### src/rtl/uart_dec_pkg.sv
// Shared constants, FSM encodings and byte classifiers for the UART decimal
// command receiver and its 8N1 front end.
package uart_dec_pkg;

  localparam logic [7:0] ASCII_0  = 8'h30;
  localparam logic [7:0] ASCII_9  = 8'h39;
  localparam logic [7:0] ASCII_CR = 8'h0D;
  localparam logic [7:0] ASCII_LF = 8'h0A;
  localparam logic [7:0] ASCII_QM = 8'h3F;

  localparam int unsigned DEC_MAX = 65535;

  typedef enum logic [2:0] {
    R_IDLE,
    R_START,
    R_DATA,
    R_STOP,
    R_BREAK
  } rx_state_t;

  typedef enum logic {
    P_ACCUM,
    P_DISCARD
  } parse_state_t;

  function automatic logic is_digit(input logic [7:0] b);
    return (b >= ASCII_0) && (b <= ASCII_9);
  endfunction

  function automatic logic is_eol(input logic [7:0] b);
    return (b == ASCII_CR) || (b == ASCII_LF);
  endfunction

endpackage

### src/rtl/uart_rx_8n1.sv
// 8N1 UART receiver: 2-flop input synchronizer, mid-bit sampling FSM,
// framed-byte strobe, framing-error strobe and busy flag.
module uart_rx_8n1
  import uart_dec_pkg::*;
#(
  parameter int CLKS_PER_BIT = 1250
) (
  input  logic       clk,
  input  logic       rst,
  input  logic       rx,
  output logic [7:0] rx_byte,
  output logic       rx_byte_valid,
  output logic       err_frame,
  output logic       busy
);

  localparam int CNT_W = $clog2(CLKS_PER_BIT);
  localparam logic [CNT_W-1:0] HALF_BIT = CNT_W'(CLKS_PER_BIT / 2 - 1);
  localparam logic [CNT_W-1:0] FULL_BIT = CNT_W'(CLKS_PER_BIT - 1);

  logic             rx_meta;
  logic             rxs;
  rx_state_t        state;
  logic [CNT_W-1:0] cnt;
  logic [2:0]       bit_idx;
  logic [7:0]       shift;

  // Synchronizer resets to the idle (mark) level so reset never looks like a start bit.
  always_ff @(posedge clk or posedge rst) begin
    if (rst) begin
      rx_meta <= 1'b1;
      rxs     <= 1'b1;
    end else begin
      rx_meta <= rx;
      rxs     <= rx_meta;
    end
  end

  // NOTE: sequential state uses non-blocking assignments so every register
  // samples the pre-edge values regardless of statement order.
  always_ff @(posedge clk or posedge rst) begin
    if (rst) begin
      state         <= R_IDLE;
      cnt           <= '0;
      bit_idx       <= '0;
      shift         <= '0;
      rx_byte       <= '0;
      rx_byte_valid <= 1'b0;
      err_frame     <= 1'b0;
      busy          <= 1'b0;
    end else begin
      rx_byte_valid <= 1'b0;
      err_frame     <= 1'b0;
      case (state)
        R_IDLE: begin
          if (!rxs) begin
            cnt   <= HALF_BIT;
            state <= R_START;
            busy  <= 1'b1;
          end
        end
        R_START: begin
          if (cnt == '0) begin
            if (!rxs) begin
              state   <= R_DATA;
              bit_idx <= '0;
              cnt     <= FULL_BIT;
            end else begin
              state <= R_IDLE;
              busy  <= 1'b0;
            end
          end else begin
            cnt <= cnt - 1'b1;
          end
        end
        R_DATA: begin
          if (cnt == '0) begin
            shift   <= {rxs, shift[7:1]};
            cnt     <= FULL_BIT;
            bit_idx <= bit_idx + 1'b1;
            if (bit_idx == 3'd7) state <= R_STOP;
          end else begin
            cnt <= cnt - 1'b1;
          end
        end
        R_STOP: begin
          if (cnt == '0) begin
            if (rxs) begin
              rx_byte       <= shift;
              rx_byte_valid <= 1'b1;
              state         <= R_IDLE;
              busy          <= 1'b0;
            end else begin
              err_frame <= 1'b1;
              state     <= R_BREAK;
            end
          end else begin
            cnt <= cnt - 1'b1;
          end
        end
        R_BREAK: begin
          if (rxs) begin
            state <= R_IDLE;
            busy  <= 1'b0;
          end
        end
        default: begin
          state <= R_IDLE;
          busy  <= 1'b0;
        end
      endcase
    end
  end

endmodule

### src/rtl/uart_rx_dec_cmd.sv
// UART receiver plus ASCII decimal line parser ("25\r" -> 16-bit value strobe).
// Define UART_RX_DEC_CMD_ECHO_EN to add the echo_byte/echo_valid loopback port.
module uart_rx_dec_cmd
  import uart_dec_pkg::*;
#(
  parameter int CLKS_PER_BIT = 1250,
  parameter int MAX_DIGITS   = 5
) (
  input  logic        clk,
  input  logic        rst,
  input  logic        rx,
  output logic [7:0]  rx_byte,
  output logic        rx_byte_valid,
  output logic [15:0] value,
  output logic        value_valid,
  output logic        err_frame,
  output logic        err_parse,
`ifdef UART_RX_DEC_CMD_ECHO_EN
  output logic [7:0]  echo_byte,
  output logic        echo_valid,
`endif
  output logic        busy
);

  localparam int DW = $clog2(MAX_DIGITS + 1);

  parse_state_t pstate;
  logic [15:0]  acc;
  logic [DW-1:0] dcnt;
  logic [19:0]  next_val;
  logic         overflow;
  logic         perr_now;

  uart_rx_8n1 #(.CLKS_PER_BIT(CLKS_PER_BIT)) u_rx (
    .clk           (clk),
    .rst           (rst),
    .rx            (rx),
    .rx_byte       (rx_byte),
    .rx_byte_valid (rx_byte_valid),
    .err_frame     (err_frame),
    .busy          (busy)
  );

  // NOTE: every always_comb output gets a value on every path, so no latch is inferred.
  always_comb begin
    next_val = 20'(acc) * 20'd10 + 20'(rx_byte - ASCII_0);
    overflow = (next_val > 20'(DEC_MAX)) || (dcnt == DW'(MAX_DIGITS));
    perr_now = rx_byte_valid && (pstate == P_ACCUM) &&
               (is_digit(rx_byte) ? overflow : !is_eol(rx_byte));
  end

  always_ff @(posedge clk or posedge rst) begin
    if (rst) begin
      pstate      <= P_ACCUM;
      acc         <= '0;
      dcnt        <= '0;
      value       <= '0;
      value_valid <= 1'b0;
      err_parse   <= 1'b0;
    end else begin
      value_valid <= 1'b0;
      err_parse   <= perr_now;
      if (rx_byte_valid) begin
        case (pstate)
          P_ACCUM: begin
            if (perr_now) begin
              pstate <= P_DISCARD;
            end else if (is_digit(rx_byte)) begin
              acc  <= next_val[15:0];
              dcnt <= dcnt + 1'b1;
            end else begin
              // Empty lines (second half of "\r\n") clear state without a strobe.
              if (dcnt != '0) begin
                value       <= acc;
                value_valid <= 1'b1;
              end
              acc  <= '0;
              dcnt <= '0;
            end
          end
          P_DISCARD: begin
            if (is_eol(rx_byte)) begin
              acc    <= '0;
              dcnt   <= '0;
              pstate <= P_ACCUM;
            end
          end
          default: pstate <= P_ACCUM;
        endcase
      end
    end
  end

`ifdef UART_RX_DEC_CMD_ECHO_EN
  // Echo lines up with err_parse so a rejected byte is replaced by '?'.
  always_ff @(posedge clk or posedge rst) begin
    if (rst) begin
      echo_byte  <= '0;
      echo_valid <= 1'b0;
    end else begin
      echo_valid <= rx_byte_valid;
      if (rx_byte_valid) echo_byte <= perr_now ? ASCII_QM : rx_byte;
    end
  end
`endif

endmodule

### config.mk
export PLATFORM = sky130hd
export DESIGN_NAME = uart_rx_dec_cmd
export DESIGN_NICKNAME = d
export VERILOG_FILES = /design/src/rtl/uart_dec_pkg.sv /design/src/rtl/uart_rx_8n1.sv /design/src/rtl/uart_rx_dec_cmd.sv
export SDC_FILE = /design/constraint.sdc
export NUM_CORES = 1
export LEC_CHECK = 0
export CORE_ASPECT_RATIO = 0.9
export CORE_MARGIN = 3
export CORE_UTILIZATION = 35
export CTS_CLUSTER_DIAMETER = 200
export DETAILED_ROUTE_END_ITERATION = 8
export DONT_BUFFER_PORTS = 1
export GPL_ROUTABILITY_DRIVEN = 0
export PLACE_DENSITY = 0.45
export SLEW_MARGIN = 10
export SYNTH_ARGS = -nofsm -noshare
export SYNTH_HDL_FRONTEND = slang
export SYNTH_SLANG_ARGS = --single-unit
### constraint.sdc
create_clock -name clk -period 6 [get_ports clk]
set_input_delay 0.9 -clock clk [delete_from_list [all_inputs] [get_ports clk]]
set_output_delay 0.9 -clock clk [all_outputs]
set_load 0.02 [all_outputs]
# [Word-level counts from Yosys, hierarchy flattened]
# Index checks and enable logic that the tools add are counted.
[totals] wordCells=115 output_inout_bits=29 input_bits=3 regBits=76
[classes] eq_ne=20 n_reduce_logical=20 n_bitwise=4 order_cmp=3 n_mux=46 n_addsub=5 n_mul=1
[op_table] cell="11-bit two-way mux" n=5
[op_table] cell="16-bit two-way mux" n=3
[op_table] cell="11-bit case mux with 4 select lines" n=1
[op_table] cell="3-bit two-way mux" n=13
[op_table] cell="16-bit case mux with 2 select lines" n=1
[op_table] cell="20-bit adder" n=1
[op_table] cell="20-bit by 16-bit greater-than comparator with 1-bit output (second input constant)" n=1
[op_table] cell="16-bit by 3-bit multiplier with 19-bit output (second input constant)" n=1
[op_table] cell="1-bit two-way mux" n=17
[op_table] cell="8-bit by 4-bit == test with 1-bit output (second input constant)" n=2
[op_table] cell="3-bit case mux with 5 select lines" n=1
[op_table] cell="2-bit by 1-bit != test with 1-bit output (second input constant)" n=7
[op_table] cell="3-bit case mux with 2 select lines" n=2
[op_table] cell="11-bit logical NOT" n=1
[op_table] cell="11-bit by 1-bit subtractor with 11-bit output (second input constant)" n=1
[op_table] cell="3-bit == test (second input constant)" n=3
[op_table] cell="3-bit AND reduction" n=3
[op_table] cell="8-bit by 6-bit subtractor with 9-bit output (second input constant)" n=1
[op_table] cell="8-bit by 6-bit >= comparator with 1-bit output (second input constant)" n=1
[op_table] cell="8-bit by 6-bit less-or-equal comparator with 1-bit output (second input constant)" n=1
[op_table] cell="2-bit != test (second input constant)" n=4
[op_table] cell="4-bit AND reduction" n=2
[op_table] cell="3-bit by 1-bit adder with 3-bit output (second input constant)" n=2
[op_table] cell="3-bit by 2-bit == test with 1-bit output (second input constant)" n=2
[op_table] cell="other kinds (17)" n=23

# [Longest topological paths before layout]
[logic_depth] ltp_word=9 depth_mapped=22 ltp_nobuf=20

# [Cells and area by module]
# A second synthesis with hierarchy kept.
[unflattened] hier_cells=516 area_unflattened_um2=5410.2
[modules_own_cells] module="uart_rx_dec_cmd" cells_each=345 instances=1 area_each_um2=3472.1 seq_area_each_um2=950.9
[modules_own_cells] module="uart_rx_8n1" cells_each=171 instances=1 area_each_um2=1938.1 seq_area_each_um2=953.4

# [Least setup slack after synthesis]
# OpenSTA, ideal clock, no wires.
[synth_timing] path_kind="reg2reg" from="register acc[1]" to="register acc[0]" synth_period_minus_slack_ns=4.931 stages_incl_launch_ff=23 setup_time_ns=0.121 setup_slack_ns=1.069 required_time_ns=5.879 arrival_time_ns=4.810 n_path_buf=2 path_cell_list="dfrtp_1 -> ha_1 -> ha_1 -> fa_1 -> a21o_1 -> a21oi_1 -> o21bai_1 -> a21o_1 -> a211o_1 -> a21o_1 -> a21oi_1 -> xnor2_1 -> ha_1 -> and4_1 -> a22oi_1 -> o21ai_0 -> a311oi_1 -> xor2_1 -> nand3_1 -> o31a_1 -> buf_6 -> buf_6 -> a22o_1"
[synth_between] elab_chain_cells=8
[synth_lines] item="from (decl)" line_no="uart_rx_dec_cmd.sv:28" source="logic [15:0] acc;"
[synth_lines] item="from (signal assigned)" line_no="uart_rx_dec_cmd.sv:69" source="acc <= next_val[15:0];"
[synth_lines] item="16-bit by 3-bit multiplier with 19-bit output" line_no="uart_rx_dec_cmd.sv:46" source="next_val = 20'(acc) * 20'd10 + 20'(rx_byte - ASCII_0);"
[synth_lines] item="20-bit adder" line_no="uart_rx_dec_cmd.sv:46"
[synth_lines] item="20-bit by 16-bit greater-than comparator with 1-bit output" line_no="uart_rx_dec_cmd.sv:47" source="overflow = (next_val > 20'(DEC_MAX)) || (dcnt == DW'(MAX_DIGITS));"
[synth_lines] item="1-bit logical OR" line_no="uart_rx_dec_cmd.sv:47"
[synth_lines] item="1-bit two-way mux" line_no="uart_rx_dec_cmd.sv:49" source="(is_digit(rx_byte) ? overflow : !is_eol(rx_byte));"
[synth_lines] item="1-bit logical AND" line_no="uart_rx_dec_cmd.sv:48" source="perr_now = rx_byte_valid && (pstate == P_ACCUM) &&"
[synth_lines] item="2-bit != test (no line)"
[synth_lines] item="3-bit AND reduction (no line)"
# No other way between the ends.
# A chain may end at the register's enable or synchronous reset.

# [Final worst setup path]
[layout_timing] from="register acc[1]" to="register dcnt[0]"
[layout_between] elab_chain_cells=8
[layout_lines] item="16-bit by 3-bit multiplier with 19-bit output" line_no="uart_rx_dec_cmd.sv:46"
[layout_lines] item="20-bit adder" line_no="uart_rx_dec_cmd.sv:46"
[layout_lines] item="20-bit by 16-bit greater-than comparator with 1-bit output" line_no="uart_rx_dec_cmd.sv:47"
[layout_lines] item="1-bit logical OR" line_no="uart_rx_dec_cmd.sv:47"
[layout_lines] item="1-bit two-way mux" line_no="uart_rx_dec_cmd.sv:49"
[layout_lines] item="1-bit logical AND" line_no="uart_rx_dec_cmd.sv:48"
[layout_lines] item="2-bit != test (no line)"
[layout_lines] item="3-bit AND reduction (no line)"
[layout_lines] item="to (signal assigned)" line_no="uart_rx_dec_cmd.sv:70" source="dcnt <= dcnt + 1'b1;"
[layout_lines] item="to (decl)" line_no="uart_rx_dec_cmd.sv:29" source="logic [DW-1:0] dcnt;"
# No other way between the ends.

==> results.sh <==
export IMPL_run_status="completed"
export IMPL_use_met2_pct=24.8
export IMPL_hold_viol_final=0
export IMPL_setup_viol=0
export IMPL_clk_path_buf_depth=2
export IMPL_synthesis_nets=635
export IMPL_start_util_pct=36.1
export IMPL_area_delta_synth_final_pct=8.91
export IMPL_hpwl_um=10000
export IMPL_postSynth_asyncResetShare_pct=100
export IMPL_yosysMostFrequentCell="dfrtp_1"
export IMPL_period_needed_ns=5.58
export IMPL_finish_net_count=633
export IMPL_relSlewSlack_pct=33.6
export IMPL_synth_warning_count=0
export IMPL_synth_top_area_share_pct=34.6
export IMPL_synthesis_area_mm2=0.00535
export IMPL_p_int_mw=0.833
export IMPL_drt_first_pass_iters=5
export IMPL_num_vias=4303
export IMPL_worstMarginPinSlew_ns=0.996
export IMPL_num_antenna_cells=0
export IMPL_antenna_found_initial=0
export IMPL_drive_above_1_share_pct=9.53
export IMPL_die_area_mm2=0.0168
export IMPL_synth_ff_type="dfrtp_1"
export IMPL_core_mm2=0.0148
export IMPL_met1_usage_pct=24.3
export IMPL_critical_path_arrival_ns=5.85
export IMPL_r2r_setup_slack_ns=0.42
export IMPL_routed_wirelength_um=13500
export IMPL_endpoint_kind="register"
export IMPL_globalRouteTotalUtil_pct=16.6
export IMPL_cts_hold_buf=0
export IMPL_netSwitchingFraction_pct=21.0
export IMPL_numCtsBuffers=9
export IMPL_r2r_cells=20
export IMPL_final_max_slew_viol_count=0
export IMPL_critical_path_class="reg2reg"
export IMPL_busiest_layer="met2"
export IMPL_rsz0062_at_grt="false"
export IMPL_clkPwrFrac_pct=50.1
export IMPL_dieWidth_um=136
export IMPL_combPwrFrac_pct=1.2
export IMPL_cts_tree="done"
export IMPL_hold_path_startpoint="u_rx.rx_meta$_DFF_PP1_"
export IMPL_timing_final_crit_share_pct=93.0
export IMPL_drcViolationCount=0
export IMPL_yosysSeqAreaShare_pct=35.6
export IMPL_crit_slowest_cell="nor3_4"
export IMPL_power_density_mw_per_mm2=181
export IMPL_drv_cap=0
export IMPL_fin_area_mm2=0.00583
export IMPL_crit_chain="ha_1, ha_1, fa_1, a21o_1, a21oi_1, o21bai_1, a21o_1, a211o_1, a21o_1, a21oi_1, xnor2_1, ha_1, and4_1, a22oi_1, o21ai_0, a311oi_1, xor2_1, nand4_1, nor3_4, mux2_2"
export IMPL_worstHoldEndpoint="u_rx.rxs$_DFF_PP1_"
export IMPL_overflow=0
export IMPL_fmaxAchievable_mhz=179
export IMPL_grt_pass1_wl_um=22200
export IMPL_power_switching_mw=0.222
export IMPL_ys_ff_latch=76
export IMPL_grt_pass1_vias=4233
export IMPL_cts_resized=0
export IMPL_grt_max_degree=77
export IMPL_synth_commonest_cells="dfrtp_1 (74), a21oi_1 (56), ha_1 (55)"
export IMPL_drt_vias_per_instance=5.55
export IMPL_critPathMaxFanout=18
export IMPL_clock_root_buffer="clkbuf_16"
export IMPL_cts_sinks=76
export IMPL_seqPwrFrac_pct=48.8
export IMPL_ant_nets=0
export IMPL_num_rows=42
export IMPL_synth_edf_count=0
export IMPL_finalPower_mw=1.05
export IMPL_clock_latency_ns=0.33
export IMPL_ios=32
export IMPL_cpPeakStageDelay_ns=0.61
export IMPL_worstSetupStartpointType="register"
export IMPL_postPlaceCellArea_mm2=0.00554
export IMPL_peakVddDrop_v=0.000144
export IMPL_cts_setup_buffers=0
export IMPL_post_route_util_pct=39.3
export IMPL_syn_area_per_cell_um2=9.30
export IMPL_clkTransAtPathRegs_ns=0.06
export IMPL_use_met3_pct=4.43
export IMPL_leakage_nw=2.98
export IMPL_hold_path_cell_count=0
export IMPL_port_buffers=0
export IMPL_synth_cells=575
export IMPL_fin_skew_ns=0.00868
export IMPL_routedWlPerCell_um=17.4
export IMPL_required_ns=6.27
export IMPL_r2r_start="acc[1]$_DFFE_PP0P_"
export IMPL_yosysTopAreaCell="dfrtp_1"
export IMPL_yosys_cell_types_count=67
export IMPL_drt_iter0_drc=221
export IMPL_min_path_type="reg2reg"
export IMPL_cts_max_level=3
export IMPL_reg2reg_to="dcnt[0]$_DFFE_PP0P_"
export IMPL_ys_top_cells_by_area="dfrtp_1 (35%), ha_1 (13%), a21oi_1 (5.2%)"
export IMPL_die_h_um=123
export IMPL_fin_setup_tns_ns=0
power groups by stage:
stage	Combinational, mW	Sequential, mW	Clock (mW)
2_1_floorplan	0.00890	0.524	0
4_1_cts	0.0132	0.515	0.541
6_report	0.0121	0.515	0.528
3_5_place_dp	0.0132	0.524	0
3_3_place_gp	0.0127	0.524	0
5_1_grt	0.0144	0.514	0.564
registers in the layout, summed over array words and instances (netlist names), 3 cells and up:
name,flops
u_rx.rx_byte,8
u_rx.state,3
u_rx.shift,8
value,16
dcnt,3
u_rx.cnt,11
u_rx.bit_idx,3
acc,16
metal layers:
metal / share of wire [%] / wire length (µm) / up-vias
met5: 0 / 0 / -
met4: 1.0 / 138 / 0
met1: 51 / 6930 / 2079
li1: - / - / 2145
met3: 4.0 / 545 / 9
met2: 43 / 5860 / 70
per-stage QoR:
step | hold slack, ns | setup slack [ns] | cells
6_report | 0.358 | 0.421 | 775
5_1_grt | 0.363 | 0.0786 | 775
4_1_cts | 0.358 | 0.414 | 775
3_5_place_dp | 0.350 | 0.440 | 760
3_3_place_gp | 0.346 | 0.557 | 760
2_1_floorplan | 0.345 | 1.07 | 575
worst max-delay path by stage:
stage	from	end	slack, ns	depth (start not counted)
floorplan	acc[1]$_DFFE_PP0P_	acc[0]$_DFFE_PP0P_	1.07	22
global placement	acc[1]$_DFFE_PP0P_	dcnt[0]$_DFFE_PP0P_	0.56	20
detailed placement	acc[1]$_DFFE_PP0P_	dcnt[0]$_DFFE_PP0P_	0.44	20
CTS	acc[1]$_DFFE_PP0P_	dcnt[0]$_DFFE_PP0P_	0.41	20
global route	acc[1]$_DFFE_PP0P_	dcnt[0]$_DFFE_PP0P_	0.08	19
finish	acc[1]$_DFFE_PP0P_	dcnt[0]$_DFFE_PP0P_	0.42	20
kinds of logic after synthesis:
logic type      Yosys count  share of synthesized area [%]
simple gates            161                           15.2
mux                      17                           3.53
fa+ha+maj                58                           13.8
xor+xnor                 26                           4.26
buf+inv                  37                           2.99
compound gates          200                           24.7
flops                    76                           35.6
worst max-delay path: cells and delay by family, from the launching register on:
family	cells	cell delay [ns]
XOR/XNOR	2	0.45
AO/OA/AOI/OAI	10	1.99
multiplexers	1	0.27
adder cells (fa/ha/maj)	4	1.30
flip-flops	1	0.45
AND/OR/NAND/NOR	3	1.07
layout by cell type (no fill, tap or decap), drive strengths merged, types with 3 or more instances in the layout:
cell    Yosys  layout
a21oi      57      57
or3         3       3
a31oi       4       4
a21o       23      23
and3       16      16
a31o        3       3
o31ai       7       7
ha         55      55
inv        22      21
clkinv      0       3
mux2       15      15
o21bai      5       5
nor3       15      15
a211oi      7       7
o21ai      51      51
nand2b      4       4
nor2       37      37
or2         5       5
clkbuf     10      10
nor2b       5       5
o31a        3       3
nand4       4       4
dfrtp      74      74
xnor2      18      18
o21a        5       5
xor2        8       8
a22o       19      19
nand2      44      44
nand3      15      15
cell type report:
| class | instances | area [µm²] |
|---|---|---|
| clock inverter | 5 | 55.1 |
| sequential | 76 | 1900 |
| multi-input combinational | 462 | 3290 |
| fill | 1531 | 8990 |
| clock buffer | 10 | 229 |
| timing repair buffer | 2 | 15.0 |
| inverter | 22 | 83.8 |
| tap | 198 | 248 |
No activity file was read; power rests on OpenSTA's default activity.
